==> config.mk <==
export PLATFORM = sky130hd
export DESIGN_NAME = fir_result_fifo
export DESIGN_NICKNAME = d
export VERILOG_FILES = /design/src/rtl/fir_result_fifo.sv
export SDC_FILE = /design/constraint.sdc
export NUM_CORES = 1
export LEC_CHECK = 0
export ABC_CLOCK_PERIOD_IN_PS = 3140
export CAP_MARGIN = 20
export CORE_MARGIN = 1.5
export CORE_UTILIZATION = 30
export CTS_CLUSTER_SIZE = 20
export DETAILED_ROUTE_END_ITERATION = 12
export DONT_BUFFER_PORTS = 1
export GPL_ROUTABILITY_DRIVEN = 0
export RECOVER_POWER = 100
export REMOVE_ABC_BUFFERS = 1
export SLEW_MARGIN = 20
export SYNTH_ARGS = -nofsm -noshare
export SYNTH_HDL_FRONTEND = slang
export SYNTH_SLANG_ARGS = --single-unit
==> constraint.sdc <==
create_clock -name clk -period 3.14 [get_ports clk]
set_input_delay 0.628 -clock clk [delete_from_list [all_inputs] [get_ports clk]]
set_output_delay 0.628 -clock clk [all_outputs]
set_load 0.005 [all_outputs]
==> src/rtl/fir_result_fifo.sv <==
// fir_result_fifo: result buffer behind the last stage of the cascaded FIR chain.
// Registers the chain's enable strobe and samples acc_in one cycle later. It
// keeps 1 of every DECIM results and queues the kept results in a DEPTH-entry
// show-ahead FIFO that is read over a valid/ready handshake.
//   clk, reset       : system clock and synchronous active-high reset
//   enable, acc_in   : FIR sample strobe and the final-stage accumulator output
//   flush, clear_ovf : empty the FIFO / clear the sticky overflow flag
//   data_out, valid_out, ready_in : reader handshake (show-ahead head entry)
//   count, overflow  : fill level and sticky dropped-result flag
module fir_result_fifo #(
  parameter int DEPTH = 8,
  parameter int DECIM = 1,
  parameter int CNT_W = 4
) (
  input  logic             clk,
  input  logic             reset,
  input  logic             enable,
  input  logic [15:0]      acc_in,
  input  logic             flush,
  input  logic             clear_ovf,
  output logic [15:0]      data_out,
  output logic             valid_out,
  input  logic             ready_in,
  output logic [CNT_W-1:0] count,
  output logic             overflow
);

  localparam int AW = (DEPTH > 1) ? $clog2(DEPTH) : 1;
  localparam int PW = (DECIM > 1) ? $clog2(DECIM) : 1;

  logic [15:0]      mem [DEPTH];
  logic [AW-1:0]    rd_ptr;
  logic [AW-1:0]    wr_ptr;
  logic [AW-1:0]    rd_next;
  logic [PW-1:0]    phase;
  logic             enable_d;
  logic             keep;
  logic             full;
  logic             pop;
  logic             push;
  logic [CNT_W-1:0] count_next;

  assign valid_out = (count != '0);
  assign full      = (count == CNT_W'(DEPTH));
  assign pop       = valid_out & ready_in;
  assign keep      = enable_d & (phase == '0);
  assign push      = keep & (~full | pop);
  assign rd_next   = pop ? rd_ptr + AW'(1) : rd_ptr;

  always_comb begin
    count_next = count;
    case ({push, pop})
      2'b10:   count_next = count + CNT_W'(1);
      2'b01:   count_next = count - CNT_W'(1);
      default: count_next = count;
    endcase
  end

  always_ff @(posedge clk) begin
    if (!reset && !flush && push) begin
      mem[wr_ptr] <= acc_in;
    end
  end

  always_ff @(posedge clk) begin
    if (reset) begin
      rd_ptr   <= '0;
      wr_ptr   <= '0;
      count    <= '0;
      phase    <= '0;
      enable_d <= 1'b0;
      overflow <= 1'b0;
      data_out <= '0;
    end else begin
      enable_d <= enable;
      if (clear_ovf) begin
        overflow <= 1'b0;
      end
      if (flush) begin
        rd_ptr <= '0;
        wr_ptr <= '0;
        count  <= '0;
        phase  <= '0;
      end else begin
        if (enable_d) begin
          phase <= (phase == PW'(DECIM - 1)) ? '0 : phase + PW'(1);
        end
        if (push) begin
          wr_ptr <= wr_ptr + AW'(1);
        end
        // set wins over clear_ovf on the same edge
        if (keep && full && !pop) begin
          overflow <= 1'b1;
        end
        rd_ptr <= rd_next;
        count  <= count_next;
        // registered show-ahead head; the entry written this edge becomes the
        // head when the read pointer lands on the write slot
        if (count_next != '0) begin
          data_out <= (push && (wr_ptr == rd_next)) ? acc_in : mem[rd_next];
        end
      end
    end
  end

endmodule

**Word-level counts from Yosys, hierarchy flattened**

Memory sizes are Yosys's and may differ from the RTL's. A register that Yosys moved wholly into a read port is not among the register bits.
Index checks and enable logic that the tools add are counted.

- Register bits after elaboration: 13
- Bits in writable memories: 128
- Output and inout port bits: 22
- Memories: 1

- $add $sub $neg: 5
- Equality and inequality tests: 3
- Muxes and demuxes: 8
- Bitwise operators: 7
- Reduce and logical (&&, ||, !) cells: 11

Memory list:

| name | depth | bits a word | read ports | clocked after memory_dff | write ports | RTL line | RTL |
|---|---|---|---|---|---|---|---|
| mem | 8 | 16 | 1 | 1 | 1 | 31 | `logic [15:0] mem [DEPTH];` |

Operators by type and width:

| cell | count |
|---|---|
| 4-bit case mux with 2 select lines | 1 |
| 4-bit nonzero test | 2 |
| 3-bit by 1-bit adder with 3-bit output (second input constant) | 2 |
| 1-bit 2-to-1 mux | 6 |
| 4-bit by 1-bit adder with 4-bit output (second input constant) | 1 |
| 4-bit equality test (second input constant) | 1 |
| 1-bit logical AND | 4 |
| 4-bit by 1-bit subtractor with 4-bit output (second input constant) | 1 |
| 1-bit bitwise AND | 3 |
| 1-bit zero test | 3 |
| 3-bit 2-to-1 mux | 1 |
| 1-bit inverter | 3 |
| 2-bit by 1-bit equality test with 1-bit output (second input constant) | 1 |
| 2-bit equality test (second input constant) | 1 |
| 2-bit AND reduction | 1 |
| 2-bit OR reduction | 1 |
| 1-bit adder (second input constant) | 1 |
| 1-bit bitwise OR | 1 |

**Depth between registers and ports, before layout**

- Word-level depth: 8
- Mapped depth: 14

**Worst setup path before layout**

No wires, ideal clock.

- Kind: input port to flip-flop
- Start: input port flush
- End: memory mem[0][0], enable pin
- Data arrival time: 2.961 ns
- Required time: 2.710 ns
- Slack: -0.251 ns
- Stages on the path: 4
- Cells stage by stage: or2_2 > or2_2 > clkbuf_1 > nor4_1

- Cells in the longest elaborated chain, start to end: 5

RTL lines:

| element | RTL line | RTL |
|---|---|---|
| start: declaration | 19 | `input logic flush,` |
| 1-bit zero test | 60 | `if (!reset && !flush && push) begin` |
| 1-bit logical AND (2 in series) | 60 |  |
| 1-bit 2-to-1 mux | 60 |  |
| 1-bit 2-to-1 mux (not written as such) | 61 | `mem[wr_ptr] <= acc_in;` |
| end: declaration | 31 |  |

Every way passes these cells.

**Final worst setup path**

- Start: register count[2]
- End: register data_out[2], read port of mem

- Cells in the longest elaborated chain, start to end: 8
- Elaborated cells on any way between the ends: 14
- Those cells by class: 2 x add/sub; 3 x eq/ne; 2 x mux; 4 x bitwise; 3 x reduce/logical

RTL lines:

| element | RTL line | RTL |
|---|---|---|
| start: declaration | 24 | `output logic [CNT_W-1:0] count,` |
| start signal: assignment | 96 | `count <= count_next;` |
| 4-bit nonzero test / 4-bit equality test (equally long branches) | 43, 44 |  |
| 1-bit bitwise AND / 1-bit inverter (equally long branches) | 45, 47 |  |
| 1-bit bitwise OR | 47 | `assign push = keep & (~full \| pop);` |
| 1-bit bitwise AND | 47 |  |
| 2-bit by 1-bit equality test with 1-bit output / 2-bit equality test (equally long branches) | 52 | `case ({push, pop})` |
| 4-bit case mux with 2 select lines | 52 |  |
| 4-bit nonzero test | 99 | `if (count_next != '0) begin` |
| 2-bit AND reduction (no source line) | - |  |
| end: declaration | 21 | `output logic [15:0] data_out,` |

Parallel ways exist; a longest one is shown, timed or not.
A chain may end at the register's enable or synchronous reset.

==> flow_metrics.tcl <==
set metrics [dict create \
    dpl.hpwl_mm 11.5 \
    intPower_mw 3.62 \
    cts_made_buffers 17 \
    async_flop_share_pct 0 \
    status "finished clean" \
    area_growth_pct 14.0 \
    instances_no_fill 865 \
    design_area_um2 8800 \
    io_pins 44 \
    rows 58 \
    postCtsSetupRepairBufs 0 \
    netlist_area_um2 7720 \
    vias_per_cell 5.34 \
    final_common_cell "edfxtp_1" \
    criticalPathCategory "flip-flop to flip-flop" \
    cts-root-buf "clkbuf_16" \
    preCtsSetupSlack_ns -0.217 \
    tightestPinTransition_ns 1.18 \
    drt_iter0_markers 291 \
    clkPwrFrac_pct 46.0 \
    post_dp_cell_area_um2 8240 \
    slew_headroom_pct 20.2 \
    hold_path.class "input pin to flip-flop" \
    grt-busiest-layer "met2" \
    critPathRequiredTime_ns 3.41 \
    use_met3_pct 3.48 \
    synth_area_leader_cell "edfxtp_1" \
    power_leakage_nw 2.66 \
    combPwrFrac_pct 4.4 \
    swShare_pct 21.2 \
    dieArea_um2 26700 \
    worstPathArrival_ns 3.22 \
    grt_max_degree 33 \
    ys_seq_area_share_pct 57.1 \
    die_x_um 163 \
    critPathLaunchType "flip-flop" \
    yosys_register_bits 156 \
    avgSynthCellArea_um2 15.1 \
    r2r_cells 10 \
    p_total_mw 4.60 \
    synthTopCellsByArea "edfxtp_1, mux4_2, mux2i_1" \
    met1_usage_pct 17.0 \
    fin_skew_ns 0.00677 \
    yosysWarnings 0 \
    seqPwrFrac_pct 49.6 \
    holdPathEnd "enable_d" \
    hold_viol 0 \
    drv_cap 0 \
    clk_latency_ns 0.43 \
    synth_top_area_share_pct 49.8 \
    drive_gt1_share_pct 26.9 \
    wl_per_cell_um 21.3 \
    cts_tree "done" \
    final-setup-viol-count 0 \
    synth_ff_type "edfxtp_1" \
    remaining_drc_errors 0 \
    die_h_um 163 \
    antenna_found_initial 0 \
    switching_power_uw 976 \
    cts_htree_levels 4 \
    final.setup.tns_ns 0 \
    diodes 0 \
    rsz0062_at_grt "no" \
    period_needed_ns 2.95 \
    synth-edff-count 128 \
    nets 547 \
    fmax_mhz 338 \
    r2r-end "data_out[2]" \
    cp_max_fo 15 \
    port_buffers 0 \
    final_cell_mix "edfxtp_1, mux2i_1, mux4_2, dfxtp_1, nand2_1" \
    dr.pass1.iters 7 \
    grt_pass1_wl_mm 28.3 \
    placed_cells 832 \
    vias 4615 \
    vdd_ir_drop_max_uv 358 \
    min_path_cells 1 \
    fp.coreArea_um2 25200 \
    min_period_over_period_pct 94.1 \
    finalMaxSlewViolations 0 \
    end_kind "flip-flop" \
    gr-usage-all-layers_pct 14.6 \
    numClockSinks 156 \
    route.antenna.remaining_nets 0 \
    grt_pass1_vias 4785 \
    grt_util_met2_pct 25.2 \
    path_clk_slew_ns 0.06 \
    hold-worst-slack_ns 0.266 \
    rr_startpoint "count[2]" \
    postLayoutSetupSlackWorst_ns 0.186 \
    start_util_pct 30.6 \
    rrSetupSlack_ns 0.19 \
    power_density_nw_per_um2 523 \
    clockBufferDepth 2 \
    final_util_pct 34.9 \
    synth.distinct_cells 55 \
    drt_wl_total_mm 18.4 \
    min_from "reset" \
    grt_overflow_total 0 \
    synth_cells 511 \
]
## critical path: stages (launching register included)
cell      delay (ns)
dfxtp_1         0.31
o41a_1          0.44
nand2_1         0.09
xnor2_1         0.06
ha_1            0.20
or4_1           0.41
o221ai_1        0.18
a311oi_1        0.07
buf_4           0.18
a31oi_4         0.63
o221ai_1        0.22
## timing repair
item / in CTS / in global routing
hold buffers: 0 / 0
endpoints found under the setup margin: 16 / 7
resized for setup: 2 / 1
cloned: 1 / 0
pin swaps: 1 / 1
## Yosys cell counts (2+ instances only)
library cell,instances
a2111oi_0,2
a211oi_1,2
a21oi_1,6
and3_1,2
buf_1,3
buf_2,9
buf_4,2
buf_6,2
clkbuf_1,24
dfxtp_1,28
edfxtp_1,128
ha_1,3
inv_1,4
mux2_2,15
mux2i_1,65
mux4_2,47
nand2_1,24
nand2b_1,23
nand3_1,16
nor2_1,16
nor3_1,6
nor3b_1,3
nor4_1,5
o211ai_1,3
o21ai_0,19
o221ai_1,6
o221ai_2,10
or2_2,4
or4_1,3
xnor2_1,5
xor2_1,2
## state kept, by name, summed over array words and instances, names as in the netlist
name	count
overflow	1
mem	128
wr_ptr	3
count	4
rd_ptr	3
enable_d	1
data_out	16
## power groups by stage
stage	combinational [mW]	clock, mW	sequential (mW)
6_report	0.205	2.11	2.28
5_1_grt	0.221	2.23	2.28
4_1_cts	0.210	2.14	2.28
3_5_place_dp	0.200	0	2.33
2_1_floorplan	0.138	0	2.32
3_3_place_gp	0.193	0	2.33
## cell families after synthesis
group	share of synthesized area (%)
DFF	57.1
muxes	24.6
and+or+nand+nor	7.49
AOI/OAI and AO/OA	6.70
buffers and inverters	2.82
xor gates and xnor gates	0.795
adders and majority gates	0.487
## layout make-up
type,instances,area [um2]
fillers,2381,16400
flip-flops and latches,156,4410
multi-input cells,310,3140
clock buffers,19,443
well taps,330,413
repair buffers,32,218
clock inverters,13,163
inverters,5,18.8
## worst max path at each step
| stage | slack, ns | end | from | cells past startpoint |
|---|---|---|---|---|
| after floorplan | -2.22 | data_out[0] | rd_ptr[1] | 6 |
| after global placement | -0.12 | data_out[12] | ready_in | 10 |
| after detailed placement | -0.22 | data_out[0] | ready_in | 10 |
| after CTS | 0.12 | data_out[1] | count[2] | 10 |
| after global routing | 0.03 | data_out[13] | count[2] | 10 |
| final | 0.19 | data_out[2] | count[2] | 10 |
## metal layers
| layer | wire (um) | vias to the layer above | share of wire (%) |
|---|---|---|---|
| met2 | 9530 | 121 | 52 |
| li1 | - | 2063 | - |
| met4 | 582 | 0 | 3.2 |
| met5 | 0 | - | 0 |
| met1 | 7290 | 2386 | 40 |
| met3 | 1040 | 45 | 5.6 |
No activity file was read; power rests on OpenSTA's default activity.
